==> config.mk <==
export PLATFORM = sky130hd
export DESIGN_NAME = divu_controller
export DESIGN_NICKNAME = d
export VERILOG_FILES = /design/src/rtl/divu_controller.sv
export SDC_FILE = /design/constraint.sdc
export NUM_CORES = 1
export LEC_CHECK = 0
export ABC_AREA = 1
export CAP_MARGIN = 20
export CORE_AREA = 2 2 39 41
export DETAILED_ROUTE_END_ITERATION = 8
export DIE_AREA = 0 0 41 43
export PLACE_DENSITY_LB_ADDON = 0.08
export SYNTH_ARGS = -nofsm -noshare
export SYNTH_HDL_FRONTEND = slang
export SYNTH_SLANG_ARGS = --single-unit
==> constraint.sdc <==
create_clock -name clock -period 2.43 [get_ports clock]
set_clock_uncertainty 0.05 [all_clocks]
set_input_delay 0.729 -clock clock [delete_from_list [all_inputs] [get_ports clock]]
set_output_delay 0.729 -clock clock [all_outputs]
set_load 0.02 [all_outputs]
==> src/rtl/divu_controller.sv <==
// Control FSM for the iterative restoring divider: one quotient bit per SHIFT+COMPARE pair.
// Optional divide-by-zero short-circuit: define DIVU_DIVZERO_CHECK_EN.
module divu_controller #(
    parameter int         ITER_COUNT = 10,
    // Counter preload so that the terminal flag (count==15) marks the last iteration.
    parameter logic [3:0] CNT_INIT   = 4'(16 - ITER_COUNT)
) (
    input  logic       clock,
    input  logic       reset,
    input  logic       start,
    input  logic       lt,
    input  logic       carryO,
    output logic       ready,
    output logic       busy,
    output logic       done,
    output logic       ld_dividend,
    output logic       ld_divisor,
    output logic       rem_clr,
    output logic       shift_en,
    output logic       ld_rem,
    output logic       sel_sub,
    output logic       ld_quot,
    output logic       q_bit,
    output logic       cnt_load,
    output logic [3:0] cnt_init,
    output logic       cnt_en
`ifdef DIVU_DIVZERO_CHECK_EN
    ,
    input  logic       divisor_zero,
    output logic       dz_error
`endif
);

    localparam logic [2:0] ST_IDLE    = 3'd0;
    localparam logic [2:0] ST_LOAD    = 3'd1;
    localparam logic [2:0] ST_SHIFT   = 3'd2;
    localparam logic [2:0] ST_COMPARE = 3'd3;
    localparam logic [2:0] ST_DONE    = 3'd4;
`ifdef DIVU_DIVZERO_CHECK_EN
    // Distinct DONE flavour so dz_error stays a pure state decode.
    localparam logic [2:0] ST_DZ_DONE = 3'd5;
`endif

    logic [2:0] state;
    logic [2:0] state_next;

    // NOTE: sequential state uses non-blocking assignments so every flop samples pre-edge values.
    always_ff @(posedge clock or negedge reset) begin
        if (!reset) begin
            state <= ST_IDLE;
        end else begin
            state <= state_next;
        end
    end

    // NOTE: default assignment first, so no path through the case can infer a latch.
    always_comb begin
        state_next = state;
        case (state)
            ST_IDLE: begin
                if (start) begin
`ifdef DIVU_DIVZERO_CHECK_EN
                    state_next = divisor_zero ? ST_DZ_DONE : ST_LOAD;
`else
                    state_next = ST_LOAD;
`endif
                end
            end
            ST_LOAD:    state_next = ST_SHIFT;
            ST_SHIFT:   state_next = ST_COMPARE;
            ST_COMPARE: state_next = carryO ? ST_DONE : ST_SHIFT;
            default:    state_next = ST_IDLE;
        endcase
    end

    always_comb begin
        ready       = 1'b0;
        busy        = 1'b0;
        done        = 1'b0;
        ld_dividend = 1'b0;
        ld_divisor  = 1'b0;
        rem_clr     = 1'b0;
        shift_en    = 1'b0;
        ld_rem      = 1'b0;
        sel_sub     = 1'b0;
        ld_quot     = 1'b0;
        q_bit       = 1'b0;
        cnt_load    = 1'b0;
        cnt_en      = 1'b0;
`ifdef DIVU_DIVZERO_CHECK_EN
        dz_error    = 1'b0;
`endif
        case (state)
            ST_IDLE: ready = 1'b1;
            ST_LOAD: begin
                busy        = 1'b1;
                ld_dividend = 1'b1;
                ld_divisor  = 1'b1;
                rem_clr     = 1'b1;
                cnt_load    = 1'b1;
            end
            ST_SHIFT: begin
                busy     = 1'b1;
                shift_en = 1'b1;
            end
            ST_COMPARE: begin
                // Restore-or-subtract decision is Mealy on the comparator flag.
                busy    = 1'b1;
                q_bit   = ~lt;
                ld_rem  = ~lt;
                sel_sub = ~lt;
                ld_quot = 1'b1;
                cnt_en  = 1'b1;
            end
            ST_DONE: done = 1'b1;
`ifdef DIVU_DIVZERO_CHECK_EN
            ST_DZ_DONE: begin
                done     = 1'b1;
                dz_error = 1'b1;
            end
`endif
            default: ;
        endcase
    end

    assign cnt_init = CNT_INIT;

endmodule
* Word-level counts from Yosys, hierarchy flattened *
Index checks and enable logic that the tools add are counted.

cells by class
  muxes and demuxes = 10
  bitwise operators = 1
  equal/unequal tests = 5
  reduce and logical (&&, ||, !) cells = 2

operators with widths
  operator                                              number
  case mux 3 bit (4 select lines)                       1
  two-way mux 1 bit                                     7
  equality test 3 x 2 -> 1 bit (second input constant)  2
  two-way mux 3 bit                                     2
  equality test 3 x 1 -> 1 bit (second input constant)  1
  equality test 3 bit (second input constant)           1
  logical NOT 3 bit                                     1
  OR reduction 3 bit                                    1
  != test 2 bit (second input constant)                 1
  inverter 1 bit                                        1

word-level totals
  output and inout bits = 17
  word-level logic and storage cells = 19
  register bits = 3

* Depth between registers and ports, before layout *
  word-level depth = 3
  depth in mapped cells = 4
  mapped depth without buffers = 3

* Least setup slack after synthesis *
Ideal clock, no wire load.

  path kind = flip-flop to output port
  start point = register state[1]
  end point = output port ld_dividend
  data arrival time = 1.345 ns
  cell stages (with the launch flop) = 3
  slack = 0.306 ns
  cell sequence = dfrtp_1 > nor3_1 > buf_4

between the ends
  longest elaborated chain between the ends = 2

ends and longest elaborated chain
  item                          RTL line  text
  start, declared               44        logic [2:0] state;
  start signal, assigned        52        state <= state_next;
  equality test 3 x 1 -> 1 bit  -
  two-way mux 1 bit             -
  end, declared                 16        output logic ld_dividend,

No other way between the ends.

* Worst setup path after layout *
  start point = input port lt
  end point = output port sel_sub

between the ends
  longest elaborated chain between the ends = 2

ends and longest elaborated chain
  item               RTL line  text
  start, declared    11        input logic lt,
  inverter 1 bit     111       sel_sub = ~lt;
  two-way mux 1 bit  93        case (state)
  end, declared      21        output logic sel_sub,

No other way between the ends.

==> impl_metrics.csv <==
group,metric,value,unit
run_status,status,"complete, no violations",
cts,cts_hold_buf,0,
grt,grt_remaining_overflow,0,
setup_path,path_delay_family,"buffers and inverters",
pwr,switching_power,0.000273,W
final_layout,drive_gt1_share,12.2,%
setup_path,slowest_stage,"clkdlybuf4s50_1",
yosys,ys_seq_area_share,30.9,%
pwr,seq_power_share,18.8,%
setup_path,crit_fanout,3,
setup_path,critical-path-max-stage-delay,390,ps
setup_path,rrSetupSlack,1490,ps
timing,rsz0062_at_grt,"yes",
floorplanning,num_io_pins,22,
drt,wl,535,um
floorplanning,die_y,43,um
placement,portBuffers,17,
drt,drt-pass1-iter-count,4,
cts,ctsLongestPathBuffers,2,
floorplanning,die_area,1760,um2
grt,grtUsageTotal,7.15,%
final_layout,finish.utilization,29.3,%
cts,cts_made_buffers,3,
drt,vias,211,
drt,drc,0,
grt,antenna_found_initial,0,
cts,clock-sinks,3,
setup_path,reg2regPathDepth,2,
drt,via_per_inst,3.25,
cts,cts_tree,"done",
final_layout,largest_reg_flops,3,
setup_path,end_kind,"output pin",
placement,place.gp.congestion,0.602,
yosys,synth_area_leaders,"buf_4, dfrtp_1, inv_1, nor2_1, nor3_1",
setup_path,start_kind,"input pin",
grt,grt_max_degree,9,
timing,setup_violations,0,
yosys,syn_area_per_cell,6.74,um2
drt,drt_first_iter_violations,2,
floorplanning,coreArea,1380,um2
cts,cts_max_level,1,
pwr,power,0.000570,W
floorplanning,die_w,41,um
setup_path,crit_type,"in2out",
cts,clk_pin_slew_worst_paths,40,ps
yosys,ys_warn_count,0,
yosys,synth.cell_area,243,um2
timing,fin_crit_sh,99.3,%
setup_path,timing.rr.start,"state[1]$_DFFE_PN0P_",
yosys,yosysUniqueCellTypes,9,
final_layout,syn_to_final_growth,67.0,%
final_layout,top_regs,"state: 3 flops",
grt,grt_pass1_vias,212,
setup_path,r2r_end,"state[1]$_DFFE_PN0P_",
pwr,p_sw_share,47.8,%
yosys,syn_inst,36,
final_layout,seq_area,76.3,um2
timing,fin_ws,17.7,ps
cts,cts_setup_buffers,0,
setup_path,worstPathBufferInverterCount,2,
worst_hold_path,timing.hold.worst.start,"state[2]$_DFFE_PN0P_",
yosys,synth_top_area_share,30.9,%
pwr,power_per_cell_area,1410,nW/um2
setup_path,crit_required,1650,ps
pwr,power_frac_comb,66.0,%
pwr,p_clk_share,15.2,%
grt,grt_pass1_wl,814,um
yosys,ys_ff_latch,3,
timing,period_minus_slack,2410,ps
worst_hold_path,hold_depth,3,
placement,dp_hpwl,440,um
timing,clock.fmax,415,MHz
worst_hold_path,hold_path.class,"reg2reg",
placement,dp_slack,-300,ps
final_layout,num-nets-final,55,
setup_path,worst_ep_arrival_time,1630,ps
run,cap_viol_max_count,0,
final_layout,multi_input_area,75.1,um2
pwr,vdd.ir_drop.worst,324,uV
setup_path,path_depth,3,
pwr,p_leak,0.292,nW
timing,final_max_slew_viol_count,0,
floorplanning,start_util,17.5,%
drt,wire_per_inst,8.23,um
cts,clock_latency,230,ps
worst_hold_path,holdPathEnd,"state[0]$_DFFE_PN0P_",
drt,final_antenna_net_count,0,
pwr,p_int,0.000297,W
cts,clockRootBuffer,"clkbuf_4",
final_layout,antennaDiodeCount,0,
floorplanning,row_count,14,
final_layout,nFillCells,166,
yosys,synth_area_leader_cell,"buf_4",
final_layout,top_register,"state",
timing,finalHoldViolations,0,
setup_path,crit_chain,"clkdlybuf4s50_1 > nor2_1 > dlygate4sd2_1",
kinds of logic (layout without fill, tap and decap cells):
| kind of cell | count (synthesis) | in the layout | share of synthesized area (%) |
|---|---|---|---|
| buffers and inverters | 18 | 29 | 43.3 |
| flip-flops | 3 | 3 | 30.9 |
| AND/OR/NAND/NOR | 11 | 11 | 18.6 |
| AO/OA/AOI/OAI | 2 | 2 | 4.12 |
| other | 2 | 4 | 3.09 |
timing repair:
item	in CTS	in global routing
setup endpoints to repair	7	12
gates cloned	0	0
resized for setup	4	9
worst max-delay path by stage:
stage | startpoint | endpoint | slack (ps)
detailed placement | lt | sel_sub | -300
finish | lt | sel_sub | 20
global placement | lt | q_bit | -260
CTS | lt | sel_sub | 9
floorplan | state[1]$_DFFE_PN0P_ | ld_dividend | 310
global route | lt | sel_sub | -50
per-stage QoR:
stage	setup TNS [ps]	cells	hold WS, ps	instance area [um2]
global placement	-779	61	535	365
finish	0	65	530	405
CTS	0	65	540	393
floorplan	0	38	383	250
global route	-91.0	65	587	405
detailed placement	-889	61	513	365
cell usage after synthesis:
library cell,n
o21ai_0,2
buf_4,10
nand3_1,1
conb_1,2
inv_1,8
dfrtp_1,3
nor2_1,7
nand2_1,1
nor3_1,2
power by group through the flow:
stage               sequential [W]  combinational, W  clock (W)
floorplan                0.0000962          0.000262          0
global placement          0.000104          0.000399          0
detailed placement        0.000103          0.000401          0
CTS                       0.000105          0.000395  0.0000919
global route              0.000113          0.000412  0.0000976
finish                    0.000107          0.000376  0.0000865
worst register-to-register path, stage by stage (launching register included):
cell and delay (ps):
dfrtp_2 440, o21ai_0 240, nor2_1 80
cells in the final DEF, fill, tap and decap left out:
cell,netlist,routed
inv_1,8,8
clkdlybuf4s50_1,0,8
nor2_1,7,7
dlymetal6s2s_1,0,6
conb_1,2,4
clkbuf_4,0,3
o21ai_0,2,2
dlygate4sd2_1,0,2
dfrtp_1,3,2
nand3_1,1,1
nor3_2,0,1
nor3_1,2,1
nand2_1,1,1
clkbuf_1,0,1
clkbuf_2,0,1
dfrtp_2,0,1
metal layers:
metal,global-route usage (%),wire (um)
met1,7.79,205
met3,3.14,31
met4,6.00,0
met5,0,0
met2,10.0,298
final cells by class:
type / instances / area share (%)
tap: 16 / 4.94
clock buffer: 4 / 6.48
inverter: 8 / 7.41
sequential: 3 / 18.8
multi-input combinational: 17 / 18.5
timing repair buffer: 17 / 43.8
(Power assumes the default switching activity.)
